<file path="config.mk">
export PLATFORM = sky130hd
export DESIGN_NAME = uart_tx_fifo
export DESIGN_NICKNAME = d
export VERILOG_FILES = /design/src/rtl/uart_tx_fifo.sv
export SDC_FILE = /design/constraint.sdc
export NUM_CORES = 1
export LEC_CHECK = 0
export CELL_PAD_IN_SITES_DETAIL_PLACEMENT = 2
export CELL_PAD_IN_SITES_GLOBAL_PLACEMENT = 2
export CORE_AREA = 3 3 145 147
export DETAILED_ROUTE_END_ITERATION = 16
export DIE_AREA = 0 0 148 150
export GPL_TIMING_DRIVEN = 1
export PLACE_DENSITY_LB_ADDON = 0.1
export REMOVE_ABC_BUFFERS = 1
export SLEW_MARGIN = 25
export SYNTH_ARGS = -nofsm -noshare
export SYNTH_HDL_FRONTEND = slang
export SYNTH_SLANG_ARGS = --single-unit
</file>
<file path="constraint.sdc">
create_clock -name HCLK -period 5.8 [get_ports HCLK]
set_input_delay 1.16 -clock HCLK [delete_from_list [all_inputs] [get_ports HCLK]]
set_output_delay 1.16 -clock HCLK [all_outputs]
set_load 0.02 [all_outputs]
</file>
<file path="src/rtl/uart_tx_fifo.sv">
// uart_tx_fifo: 8N1 UART transmitter fed by a circular write-side FIFO.
// Each frame is one start bit, eight data bits (LSB first) and one stop bit,
// every bit lasting prescaler+1 clock cycles. Frames run back to back while
// bytes are queued and the transmitter is enabled.
module uart_tx_fifo #(
    parameter int FIFO_DEPTH = 16,
    parameter int DIV_W      = 16
) (
    input  logic                          HCLK,
    input  logic                          HRESETn,
    input  logic                          en,
    input  logic [DIV_W-1:0]              prescaler,
    input  logic [7:0]                    wdata,
    input  logic                          wr,
    output logic                          full,
    output logic                          empty,
    output logic [$clog2(FIFO_DEPTH):0]   level,
    output logic                          overflow,
    output logic                          tx,
    output logic                          busy,
    output logic                          tx_done
);

    // Pointer width carries one extra wrap bit so full and empty differ.
    localparam int AW = $clog2(FIFO_DEPTH);
    localparam int PW = AW + 1;

    typedef enum logic [1:0] {
        IDLE  = 2'd0,
        START = 2'd1,
        DATA  = 2'd2,
        STOP  = 2'd3
    } state_t;

    // FIFO storage and bookkeeping
    logic [7:0]       mem [FIFO_DEPTH];
    logic [PW-1:0]    wr_ptr_reg;
    logic [PW-1:0]    rd_ptr_reg;
    logic [PW-1:0]    level_reg;
    logic             full_reg;
    logic             empty_reg;
    logic             overflow_reg;

    // Transmit engine
    state_t           state_reg;
    logic [7:0]       shift_reg;
    logic [DIV_W-1:0] bit_len_reg;
    logic [DIV_W-1:0] cnt_reg;
    logic [2:0]       bit_idx_reg;
    logic             tx_reg;
    logic             busy_reg;
    logic             tx_done_reg;

    // Combinational handshakes between the FIFO and the engine
    logic             bit_end;
    logic             push;
    logic             pop;
    logic [PW-1:0]    wr_ptr_next;
    logic [PW-1:0]    rd_ptr_next;
    logic [PW-1:0]    level_next;
    logic             full_next;
    logic             empty_next;

    // Decide this cycle's push/pop and derive the post-edge FIFO flags.
    always_comb begin
        bit_end     = (cnt_reg == bit_len_reg);
        // A write against a full FIFO is refused even if a pop happens now.
        push        = wr && !full_reg;
        // A new frame may start from IDLE, or straight out of the last stop-bit cycle.
        pop         = en && !empty_reg &&
                      ((state_reg == IDLE) || ((state_reg == STOP) && bit_end));
        wr_ptr_next = push ? (wr_ptr_reg + PW'(1)) : wr_ptr_reg;
        rd_ptr_next = pop  ? (rd_ptr_reg + PW'(1)) : rd_ptr_reg;
        level_next  = wr_ptr_next - rd_ptr_next;
        empty_next  = (wr_ptr_next == rd_ptr_next);
        full_next   = (wr_ptr_next[AW] != rd_ptr_next[AW]) &&
                      (wr_ptr_next[AW-1:0] == rd_ptr_next[AW-1:0]);
    end

    // Byte storage; no reset so the array maps onto plain RAM.
    always_ff @(posedge HCLK) begin
        if (push) begin
            mem[wr_ptr_reg[AW-1:0]] <= wdata;
        end
    end

    // Pointer, occupancy and overflow registers; reset flushes the FIFO.
    always_ff @(posedge HCLK) begin
        if (!HRESETn) begin
            wr_ptr_reg   <= '0;
            rd_ptr_reg   <= '0;
            level_reg    <= '0;
            full_reg     <= 1'b0;
            empty_reg    <= 1'b1;
            overflow_reg <= 1'b0;
        end else begin
            wr_ptr_reg   <= wr_ptr_next;
            rd_ptr_reg   <= rd_ptr_next;
            level_reg    <= level_next;
            full_reg     <= full_next;
            empty_reg    <= empty_next;
            overflow_reg <= wr && full_reg;
        end
    end

    // Frame sequencer: every output is registered so tx never glitches.
    always_ff @(posedge HCLK) begin
        if (!HRESETn) begin
            state_reg   <= IDLE;
            shift_reg   <= '0;
            bit_len_reg <= '0;
            cnt_reg     <= '0;
            bit_idx_reg <= '0;
            tx_reg      <= 1'b1;
            busy_reg    <= 1'b0;
            tx_done_reg <= 1'b0;
        end else begin
            tx_done_reg <= 1'b0;
            case (state_reg)
                IDLE: begin
                    tx_reg   <= 1'b1;
                    busy_reg <= 1'b0;
                    if (pop) begin
                        // Latch the divider so later prescaler writes wait for the next frame.
                        shift_reg   <= mem[rd_ptr_reg[AW-1:0]];
                        bit_len_reg <= prescaler;
                        cnt_reg     <= '0;
                        bit_idx_reg <= '0;
                        tx_reg      <= 1'b0;
                        busy_reg    <= 1'b1;
                        state_reg   <= START;
                    end
                end
                START: begin
                    if (bit_end) begin
                        cnt_reg   <= '0;
                        tx_reg    <= shift_reg[0];
                        state_reg <= DATA;
                    end else begin
                        cnt_reg <= cnt_reg + DIV_W'(1);
                    end
                end
                DATA: begin
                    if (bit_end) begin
                        cnt_reg <= '0;
                        if (bit_idx_reg == 3'd7) begin
                            tx_reg      <= 1'b1;
                            state_reg   <= STOP;
                            // A one-cycle stop bit is its own last cycle.
                            tx_done_reg <= (bit_len_reg == '0);
                        end else begin
                            bit_idx_reg <= bit_idx_reg + 3'd1;
                            shift_reg   <= {1'b0, shift_reg[7:1]};
                            tx_reg      <= shift_reg[1];
                        end
                    end else begin
                        cnt_reg <= cnt_reg + DIV_W'(1);
                    end
                end
                STOP: begin
                    if (bit_end) begin
                        cnt_reg <= '0;
                        if (pop) begin
                            // Chain straight into the next start bit, no idle gap.
                            shift_reg   <= mem[rd_ptr_reg[AW-1:0]];
                            bit_len_reg <= prescaler;
                            bit_idx_reg <= '0;
                            tx_reg      <= 1'b0;
                            busy_reg    <= 1'b1;
                            state_reg   <= START;
                        end else begin
                            tx_reg    <= 1'b1;
                            busy_reg  <= 1'b0;
                            state_reg <= IDLE;
                        end
                    end else begin
                        cnt_reg <= cnt_reg + DIV_W'(1);
                        // Flag the cycle that will be the final one of the stop bit.
                        tx_done_reg <= ((cnt_reg + DIV_W'(1)) == bit_len_reg);
                    end
                end
                default: begin
                    tx_reg    <= 1'b1;
                    busy_reg  <= 1'b0;
                    state_reg <= IDLE;
                end
            endcase
        end
    end

    assign full     = full_reg;
    assign empty    = empty_reg;
    assign level    = level_reg;
    assign overflow = overflow_reg;
    assign tx       = tx_reg;
    assign busy     = busy_reg;
    assign tx_done  = tx_done_reg;

endmodule

</file>
==> out/metrics.yaml <==
floorplanning:
  io_pins: 39
  die_x_um: 148
  core_um2: 20000
  die-area_um2: 22200
  start_util_pct: 42.3
  rows: 52
  die_h_um: 150
critical_path:
  reg2reg_to: "level[4]"
  path_max_fanout: 9
  worstPathArrival_ns: 4.17
  timing.rr.start: "cnt_reg[10]"
  cp.required_ns: 6.18
  crit_path_start_kind: "primary input"
  reg2reg_slack_ns: 2.38
  endpoint_kind: "flip-flop"
  reg2reg_depth: 10
  crit_type: "in2reg"
power:
  power.total_mw: 4.07
  p_per_area_nw_per_um2: 416
  ir_worst_vdd_mv: 0.224
  p_leak_nw: 3.21
finish:
  instances_no_fill: 930
  largest_reg_flops: 128
  synthToLayoutAreaGrowth_pct: 15.5
  diodes: 0
  fill_cells: 1947
  final_cell_mix: "edfxtp_1, dfxtp_1, nor2_1, mux4_2, clkdlybuf4s50_1"
  layout_commonest_cell: "edfxtp_1"
  nets: 691
  drive_gt1_share_pct: 14.4
placement:
  placedCellCount: 898
  place.gp.congestion: 0.786
  dp_hpwl_mm: 16.0
  preCtsSetupSlack_ns: 1.46
  port_buffers: 38
timing:
  whs_ns: 0.498
  worst_slack_ns: 2.01
  min_period_over_period_pct: 65.3
  grt_setup_unrepaired: "no"
  tightest_slew_ns: 1.05
  relSlewSlack_pct: 29.7
  fin_skew_ns: 0.0140
  setup_tns_ns: 0
  hold_violations: 0
  layout_min_cycle_time_ns: 3.79
  fmax_mhz: 264
  finalMaxSlewViolations: 0
  finalSetupViolCount: 0
logic_synthesis:
  synth.distinct_cells: 54
  ys_async_sr_fraction_pct: 0
  yosys_register_bits: 194
  synth_top_area_cell: "edfxtp_1"
  synth-edff-count: 128
  yosysSeqAreaShare_pct: 61.0
  syn_avg_cell_area_um2: 13.8
  yosysWarnings: 0
  synth_area_leaders: "edfxtp_1, dfxtp_1, mux4_2"
  syn-instance-count: 613
  synth_area_um2: 8470
  synth_flop_cell: "edfxtp_1"
  synth_top_area_share_pct: 45.4
min_path:
  min_to: "tx"
  min_from: "tx"
  whs_path_depth: 1
  hp-class: "reg2reg"
drt:
  vias_per_cell: 5.68
  wl_mm: 23.3
  initialDrtViolationCount: 304
  num_vias: 5280
  ant_nets: 0
  wire_per_inst_um: 25.1
  drc: 0
  first_pass_iters: 5
grt:
  overflow: 0
  grt_pass1_vias: 5836
  grtUsageTotal_pct: 21.9
  antenna_found_initial: 0
  grt_max_degree: 37
  grt_pass1_wl_mm: 35.9
run:
  max-cap-violations: 0
clock_network:
  cts_made_buffers: 17
  cts_max_level: 4
  path_clk_slew_ns: 0.08
  post_cts.repair.setup_buffers: 0
  cts_tree: "done"
  clock-root-buffer: "clkbuf_16"
  hold_buffers: 0
  clock-sinks: 194
  cts_resized: 0
  cts_buffer_depth: 2
  clkLatencyLatePin_ns: 0.45
status:
  status: "finished clean"
[Yosys cell counts (9+ instances only)]
master,number
ha_1,16
xor2_1,16
dfxtp_1,66
mux2i_1,26
nor2_1,68
o21ai_0,9
mux4_2,40
nand2_1,26
xnor2_1,24
a21oi_1,23
edfxtp_1,128
inv_1,15
clkbuf_1,20
nand4_1,11
[worst max path at each step]
stage                              start              to  slack, ns
after floorplan           bit_len_reg[9]  bit_len_reg[0]       2.21
after global placement                wr        level[4]       1.71
after detailed placement              wr        level[4]       1.46
after CTS                             wr        level[4]       1.94
after global routing                  wr        level[4]       1.72
final                                 wr        level[4]       2.01
[where the power goes]
group / total (mW) / switching, mW / leakage (nW) / internal, mW
logic: 1.19 / 0.704 / 1.21 / 0.484
registers: 1.64 / 0.0754 / 1.69 / 1.57
clock network: 1.24 / 0.606 / 0.307 / 0.630
[through the flow]
| stage | instance area (um2) | utilization (%) |
|---|---|---|
| 5_1_grt | 9780 | 48.8 |
| 3_3_place_gp | 9140 | 45.6 |
| 6_report | 9780 | 48.8 |
| 3_5_place_dp | 9140 | 45.6 |
| 2_1_floorplan | 8340 | - |
| 4_1_cts | 9770 | 48.7 |
[cell families (layout without fill, tap and decap cells)]
logic type	after synthesis	count (layout)	synth area share, %
flip-flops	194	194	61.0
AND/OR/NAND/NOR	177	177	10.5
AO/OA/AOI/OAI	69	69	5.38
multiplexers	67	67	13.8
buffers and inverters	47	94	2.23
XOR/XNOR	41	41	4.40
adder cells (fa/ha/maj)	18	18	2.63
[worst max-delay path, cell delays in order]
cell and delay [ns]:
clkdlybuf4s50_1 0.47, nor2b_1 0.48, nand2_1 0.30, nor2_1 0.72, xnor2_1 0.26, xnor3_1 0.42
or2_0 0.21, mux2i_1 0.14
[layout make-up]
cell class | instances | area [um2] | area share, %
Sequential cell | 194 | 5170 | 52.8
Multi-Input combinational cell | 372 | 3140 | 32.1
Timing Repair Buffer | 47 | 448 | 4.58
Clock buffer | 17 | 425 | 4.35
Tap cell | 270 | 338 | 3.45
Clock inverter | 15 | 208 | 2.12
Inverter | 15 | 56.3 | 0.576
[per-layer routing]
metal | vias up | part of all wire, % | GRT usage [%]
met5 | - | 0 | 0
met4 | 0 | 1.6 | 4.99
met3 | 25 | 3.4 | 4.18
met2 | 107 | 50 | 37.3
met1 | 2783 | 45 | 29.2
li1 | 2365 | - | -
(Power assumes the default switching activity.)
